**config.mk**
```make
export PLATFORM = sky130hd
export DESIGN_NAME = preg_elastic
export DESIGN_NICKNAME = d
export VERILOG_FILES = /design/src/rtl/preg_elastic.sv
export SDC_FILE = /design/constraint.sdc
export NUM_CORES = 1
export LEC_CHECK = 0
export CAP_MARGIN = 20
export CORE_MARGIN = 1
export CORE_UTILIZATION = 45
export CTS_BUF_LIST = sky130_fd_sc_hd__clkbuf_4
export CTS_CLUSTER_DIAMETER = 120
export DETAILED_ROUTE_END_ITERATION = 8
export PLACE_DENSITY_LB_ADDON = 0.12
export SYNTH_ARGS = -nofsm -noshare
export SYNTH_HDL_FRONTEND = slang
export SYNTH_SLANG_ARGS = --single-unit
```
**constraint.sdc**
```tcl
create_clock -name clk -period 4.2 [get_ports clk]
set_clock_uncertainty 0.05 [all_clocks]
set_input_delay 0.84 -clock clk [delete_from_list [all_inputs] [get_ports clk]]
set_output_delay 0.84 -clock clk [all_outputs]
set_load 0.02 [all_outputs]
```
**src/rtl/preg_elastic.sv**
```systemverilog
// Elastic pipeline register: 2-entry skid buffer (main M + skid S) with
// valid/ready on both sides, control-only squash on flush/drain, and perf counters.
module preg_elastic #(
  parameter int DATA_W = 64,
  parameter int CTRL_W = 11,
  parameter int CNT_W  = 16
) (
  input  logic              clk,
  input  logic              rst,
  input  logic              flush,
  input  logic              in_valid,
  output logic              in_ready,
  input  logic [DATA_W-1:0] in_data,
  input  logic [CTRL_W-1:0] in_ctrl,
  output logic              out_valid,
  input  logic              out_ready,
  output logic [DATA_W-1:0] out_data,
  output logic [CTRL_W-1:0] out_ctrl,
  output logic [1:0]        occupancy,
  output logic [CNT_W-1:0]  stall_cnt,
  output logic [CNT_W-1:0]  flush_cnt
);

  // Handshake: a beat transfers on a side in any cycle where valid and ready
  // are both high at the rising edge. in_ready depends only on the state
  // register, so there is no combinational path from out_ready to in_ready.
  typedef enum logic [1:0] {
    EMPTY = 2'd0,
    ONE   = 2'd1,
    FULL  = 2'd2
  } state_t;

  state_t            state_q, state_d;
  logic [DATA_W-1:0] m_data_q, m_data_d, s_data_q, s_data_d;
  logic [CTRL_W-1:0] m_ctrl_q, m_ctrl_d, s_ctrl_q, s_ctrl_d;
  logic              in_fire, out_fire, stall_hit, flush_hit;

  assign in_ready  = (state_q != FULL);
  assign out_valid = (state_q != EMPTY);
  assign out_data  = m_data_q;
  assign out_ctrl  = m_ctrl_q;
  // The state encoding doubles as the entry count and as the FSM debug view.
  assign occupancy = state_q;

  assign in_fire   = in_valid & in_ready;
  assign out_fire  = out_valid & out_ready;
  assign stall_hit = out_valid & ~out_ready;
  assign flush_hit = flush & ((state_q != EMPTY) | in_valid);

  always_ff @(posedge clk) begin
    if (!rst) begin
      state_q  <= EMPTY;
      m_data_q <= '0;
      s_data_q <= '0;
      m_ctrl_q <= '0;
      s_ctrl_q <= '0;
    end else begin
      state_q  <= state_d;
      m_data_q <= m_data_d;
      s_data_q <= s_data_d;
      m_ctrl_q <= m_ctrl_d;
      s_ctrl_q <= s_ctrl_d;
    end
  end

  always_comb begin
    state_d  = state_q;
    m_data_d = m_data_q;
    s_data_d = s_data_q;
    m_ctrl_d = m_ctrl_q;
    s_ctrl_d = s_ctrl_q;
    if (flush) begin
      // Datapath fields are left alone; only control must never leak.
      state_d  = EMPTY;
      m_ctrl_d = '0;
      s_ctrl_d = '0;
    end else begin
      case (state_q)
        EMPTY: begin
          if (in_fire) begin
            state_d  = ONE;
            m_data_d = in_data;
            m_ctrl_d = in_ctrl;
          end
        end
        ONE: begin
          if (in_fire && out_fire) begin
            m_data_d = in_data;
            m_ctrl_d = in_ctrl;
          end else if (in_fire) begin
            state_d  = FULL;
            s_data_d = in_data;
            s_ctrl_d = in_ctrl;
          end else if (out_fire) begin
            // Draining to a bubble clears control so out_ctrl is 0 while invalid.
            state_d  = EMPTY;
            m_ctrl_d = '0;
          end
        end
        FULL: begin
          if (out_fire) begin
            state_d  = ONE;
            m_data_d = s_data_q;
            m_ctrl_d = s_ctrl_q;
          end
        end
        default: begin
          state_d  = EMPTY;
          m_ctrl_d = '0;
          s_ctrl_d = '0;
        end
      endcase
    end
  end

  always_ff @(posedge clk) begin
    if (!rst) begin
      stall_cnt <= '0;
      flush_cnt <= '0;
    end else begin
      if (stall_hit && (stall_cnt != {CNT_W{1'b1}}))
        stall_cnt <= stall_cnt + CNT_W'(1);
      if (flush_hit && (flush_cnt != {CNT_W{1'b1}}))
        flush_cnt <= flush_cnt + CNT_W'(1);
    end
  end

endmodule
```
# [Word level (Yosys, flattened, before mapping)]
# Index checks and enable logic that the tools add are counted.
[classes] bitwise_logic=10 n_eq_ne=13 reduce_logical=13 mux=18 addsub=2
[op_table] operator="64-bit 2-to-1 mux" n=3
[op_table] operator="64-bit case mux with 3 select lines" n=1
[op_table] operator="11-bit 2-to-1 mux" n=6
[op_table] operator="11-bit case mux with 3 select lines" n=1
[op_table] operator="16-bit by 1-bit adder with 16-bit output (second input constant)" n=2
[op_table] operator="16-bit inequality test (second input constant)" n=2
[op_table] operator="11-bit case mux with 2 select lines" n=1
[op_table] operator="2-bit inequality test (second input constant)" n=6
[op_table] operator="4-bit AND reduction" n=3
[op_table] operator="2-bit 2-to-1 mux" n=5
[op_table] operator="3-bit inequality test (second input constant)" n=3
[op_table] operator="2-bit case mux with 3 select lines" n=1
[op_table] operator="1-bit NOT" n=5
[op_table] operator="5-bit AND reduction" n=1
[op_table] operator="1-bit bitwise AND" n=4
[op_table] operator="2-bit OR reduction" n=2
[op_table] operator="1-bit logical AND" n=3
[op_table] operator="3-bit AND reduction" n=1
[op_table] operator="3-bit nonzero test" n=1
[op_table] operator="2-bit by 1-bit equality test with 1-bit output (second input constant)" n=1
[op_table] operator="2-bit equality test (second input constant)" n=1
[op_table] operator="2-bit zero test" n=1
[op_table] operator="2-bit nonzero test" n=1
[op_table] operator="1-bit OR" n=1
[totals] output_inout_bits=111 word_cells=63 register_bits=184

# [Depth between registers and ports, before layout]
[logic_depth] depth_word=6 depth_mapped=7 depth_no_buf=5

# [Worst setup path before layout]
# Ideal clock, no wire load.
[synth_timing] path_kind="input to register" start="input out_ready" end="register stall_cnt[11]" setup_ns=0.072 t_arrival_ns=1.996 cell_stages=5 path_buffers=1 path_slack_ns=2.082 cell_sequence="buf_4 o21ba_4 nand3_4 a2111oi_1 mux2i_1"
[synth_between] elab_chain_cells=3
[synth_rtl] item="start, declared" line="16" source="input logic out_ready,"
[synth_rtl] item="1-bit NOT" line="47" source="assign stall_hit = out_valid & ~out_ready;"
[synth_rtl] item="1-bit bitwise AND" line="47"
[synth_rtl] item="1-bit logical AND" line="121" source="if (stall_hit && (stall_cnt != {CNT_W{1'b1}}))"
[synth_rtl] item="end signal, assigned" line="122" source="stall_cnt <= stall_cnt + CNT_W'(1);"
[synth_rtl] item="end, declared" line="20" source="output logic [CNT_W-1:0] stall_cnt,"
# Every way passes these cells.
# A chain may end at the register's enable or synchronous reset.

# [Worst setup path after layout]
[layout_timing] start="register state_q[1], in the netlist occupancy[1]" end="output out_valid"
[layout_between] elab_chain_cells=1
[layout_rtl] item="start, declared" line="33" source="state_t state_q, state_d;"
[layout_rtl] item="start signal, assigned" line="58" source="state_q <= state_d;"
[layout_rtl] item="2-bit nonzero test" line="39" source="assign out_valid = (state_q != EMPTY);"
[layout_rtl] item="end, declared" line="15" source="output logic out_valid,"
# Every way passes these cells.

==> results.cfg <==
[setup_path]
crit_type = flip-flop to output port
cp-start-kind = flip-flop
crit_chain = or2_2 > clkdlybuf4s50_1
cp.buffers_inverters = 1
cp.depth = 2
crit_family = flip-flops
r2r_cells = 5
arrival_ns = 2.28
endpoint_kind = output port
cp_max_fo = 24
cp.required_ns = 3.31
cpMaxStageDelayCell = dfxtp_1
crit_path_max_incr_delay_ns = 0.91

[synth]
synth.most_common_cell = dfxtp_1
synth_top_family_by_area = compound AO/OA/AOI/OAI gates
synthTopCellsByArea = dfxtp_1, a21oi_1, mux2i_1
yosysUniqueCellTypes = 49
synth_nets = 1050
synth_simple_gate_area_share = 0.2001
ys_warn_count = 0
synth_fa_ha_area_frac = 0.003062
synth-edff-count = 0
synthCells = 968
synth_compound_area_frac = 0.2033
async_flop_share = 0
ys_seq_elements = 184
yosys.area.top_type = dfxtp_1
yosys-top-cells-count = dfxtp_1, nand2_1, a21oi_1
yosysSeqAreaShare = 0.4507
synthFlopType = dfxtp_1
synth_top_area_frac = 0.4507
synthXorXnorAreaFrac = 0
syn_area_mm2 = 0.008173
synth.avg_cell_area_um2 = 8.443
synthMuxAreaShare = 0.09492

[route]
wl_mm = 20.66
wl_per_cell_um = 15.38
drcViolationCount = 0
drt.antenna.violating_nets = 0
via_count = 7407
vias_per_cell = 5.515
drt_iter0_drc = 432
drtPass1Iterations = 5

[floorplan]
start_util = 0.4660
die_y_um = 136.8
coreArea_mm2 = 0.01754
num_rows = 48
fp.dieW_um = 136.8
pin_count = 191
die_area_mm2 = 0.01870

[timing]
period_share = 0.7550
holdWs_ns = 0.4126
min_period_ns = 3.171
fin_setup_tns_ns = 0
hold_viol_final = 0
rsz0062_at_grt = no
final-setup-viol-count = 0
max_freq_mhz = 315.4
max_slew_margin = 0.2879
maxSlewViolCount = 0
worstMarginPinSlew_ns = 1.068

[layout]
final_cells = 1343
multiInputGateArea_mm2 = 0.004123
layout.nets = 1185
syn2layout_area_growth_pct = 27.02
regArea_mm2 = 0.003684
n_fill_cell = 1612
drive_gt1_frac = 0.05376

[min_path]
hp-class = flip-flop to flip-flop
holdPathStages = 2

[global_route]
grt_max_degree = 129
antenna_found_initial = 2
grt_pass1_wl_mm = 32.12
grt_pass1_vias = 6241
grt.overflow.total = 0
grt_util_all_layers = 0.2164

[clocking]
ctsResizeCount = 0
clockBufferDepth = 2
clk_latency_ns = 0.55
ctsHoldBuffers = 0
clkTransAtPathRegs_ns = 0.13
root_buffer = clkbuf_4
clkSinkCount = 184
cts_htree_levels = 4
cts_tree = done
post_cts_buffers = 0
cts_buffers = 17

[power]
powerDensity_mw_per_mm2 = 312.8
p_leak_uw = 0.003777
ir_worst_vdd_v = 0.0002312
p_total_uw = 3247

[placed_design]
dpl.hpwl_mm = 12.79
gp_congestion = 0.7973
io_buffers = 190
dp.cells = 1309

[outcome]
status = finished clean

[job]
cap_violations = 0
## state kept, by name (all words and copies together), names as in the netlist
signal and cells:
s_data_q 64, stall_cnt 16, s_ctrl_q 11, flush_cnt 16, occupancy 2, out_ctrl 11, out_data 64
## where the power goes
part	switching, µW	internal, µW
combinational	234	209
clock	626	356
sequential	27.4	1790
## metal layers
layer	GRT usage	wire length [µm]	vias up
met4	0.05802	197	0
li1	-	-	3727
met3	0.05370	1420	12
met1	0.2980	9687	3459
met5	0	0	-
met2	0.3350	9351	209
## area by class of cell
cell class / count / area share
antenna: 2 / 0.0004821
clock buffer: 17 / 0.01229
clock inverter: 15 / 0.01434
inverter: 6 / 0.002411
multi-input combinational: 694 / 0.3971
sequential: 184 / 0.3548
tap: 225 / 0.02712
timing repair buffer: 200 / 0.1914
## stage by stage
| stage | cell area, µm² | util | setup slack [ns] |
|---|---|---|---|
| floorplan | 8173 | - | 2.082 |
| global placement | 10100 | 0.5759 | 0.9003 |
| detailed placement | 10100 | 0.5759 | 0.8030 |
| CTS | 10380 | 0.5917 | 0.9685 |
| global route | 10380 | 0.5918 | 0.8515 |
| finish | 10380 | 0.5920 | 1.029 |
## tightest hold or removal path: stages (launching register included)
cell and delay, ns:
dfxtp_1 0.33, nand2_1 0.05, a21oi_1 0.05
## cells in the final DEF (no fill, tap or decap), types with 5 or more instances in the layout
cell and instances:
a21oi_1 157, a22oi_1 22, a32o_1 11, and4_1 6
buf_4 10, clkbuf_4 17, clkdlybuf4s50_1 189, clkinv_2 5
dfxtp_1 184, inv_1 5, mux2i_1 76, nand2_1 164
nand2b_1 12, nand3_1 9, nand4_1 10, nor2_1 17
o21ai_0 70, o31ai_1 10, or3_1 69, or4_1 10
## logic make-up after synthesis
kind of cell,Yosys count
buffers and inverters,90
adders and majority gates,2
and+or+nand+nor,325
DFF,184
AOI/OAI and AO/OA,290
muxes,77
## final timing paths
kind                startpoint            to  slack, ns
setup reg to reg  occupancy[1]  out_data[45]       1.33
hold reg to reg    s_data_q[2]   s_data_q[2]       0.41
setup / recovery  occupancy[1]     out_valid       1.03
hold / removal     s_data_q[2]   s_data_q[2]       0.41
Power figures use the tool's default switching activity.
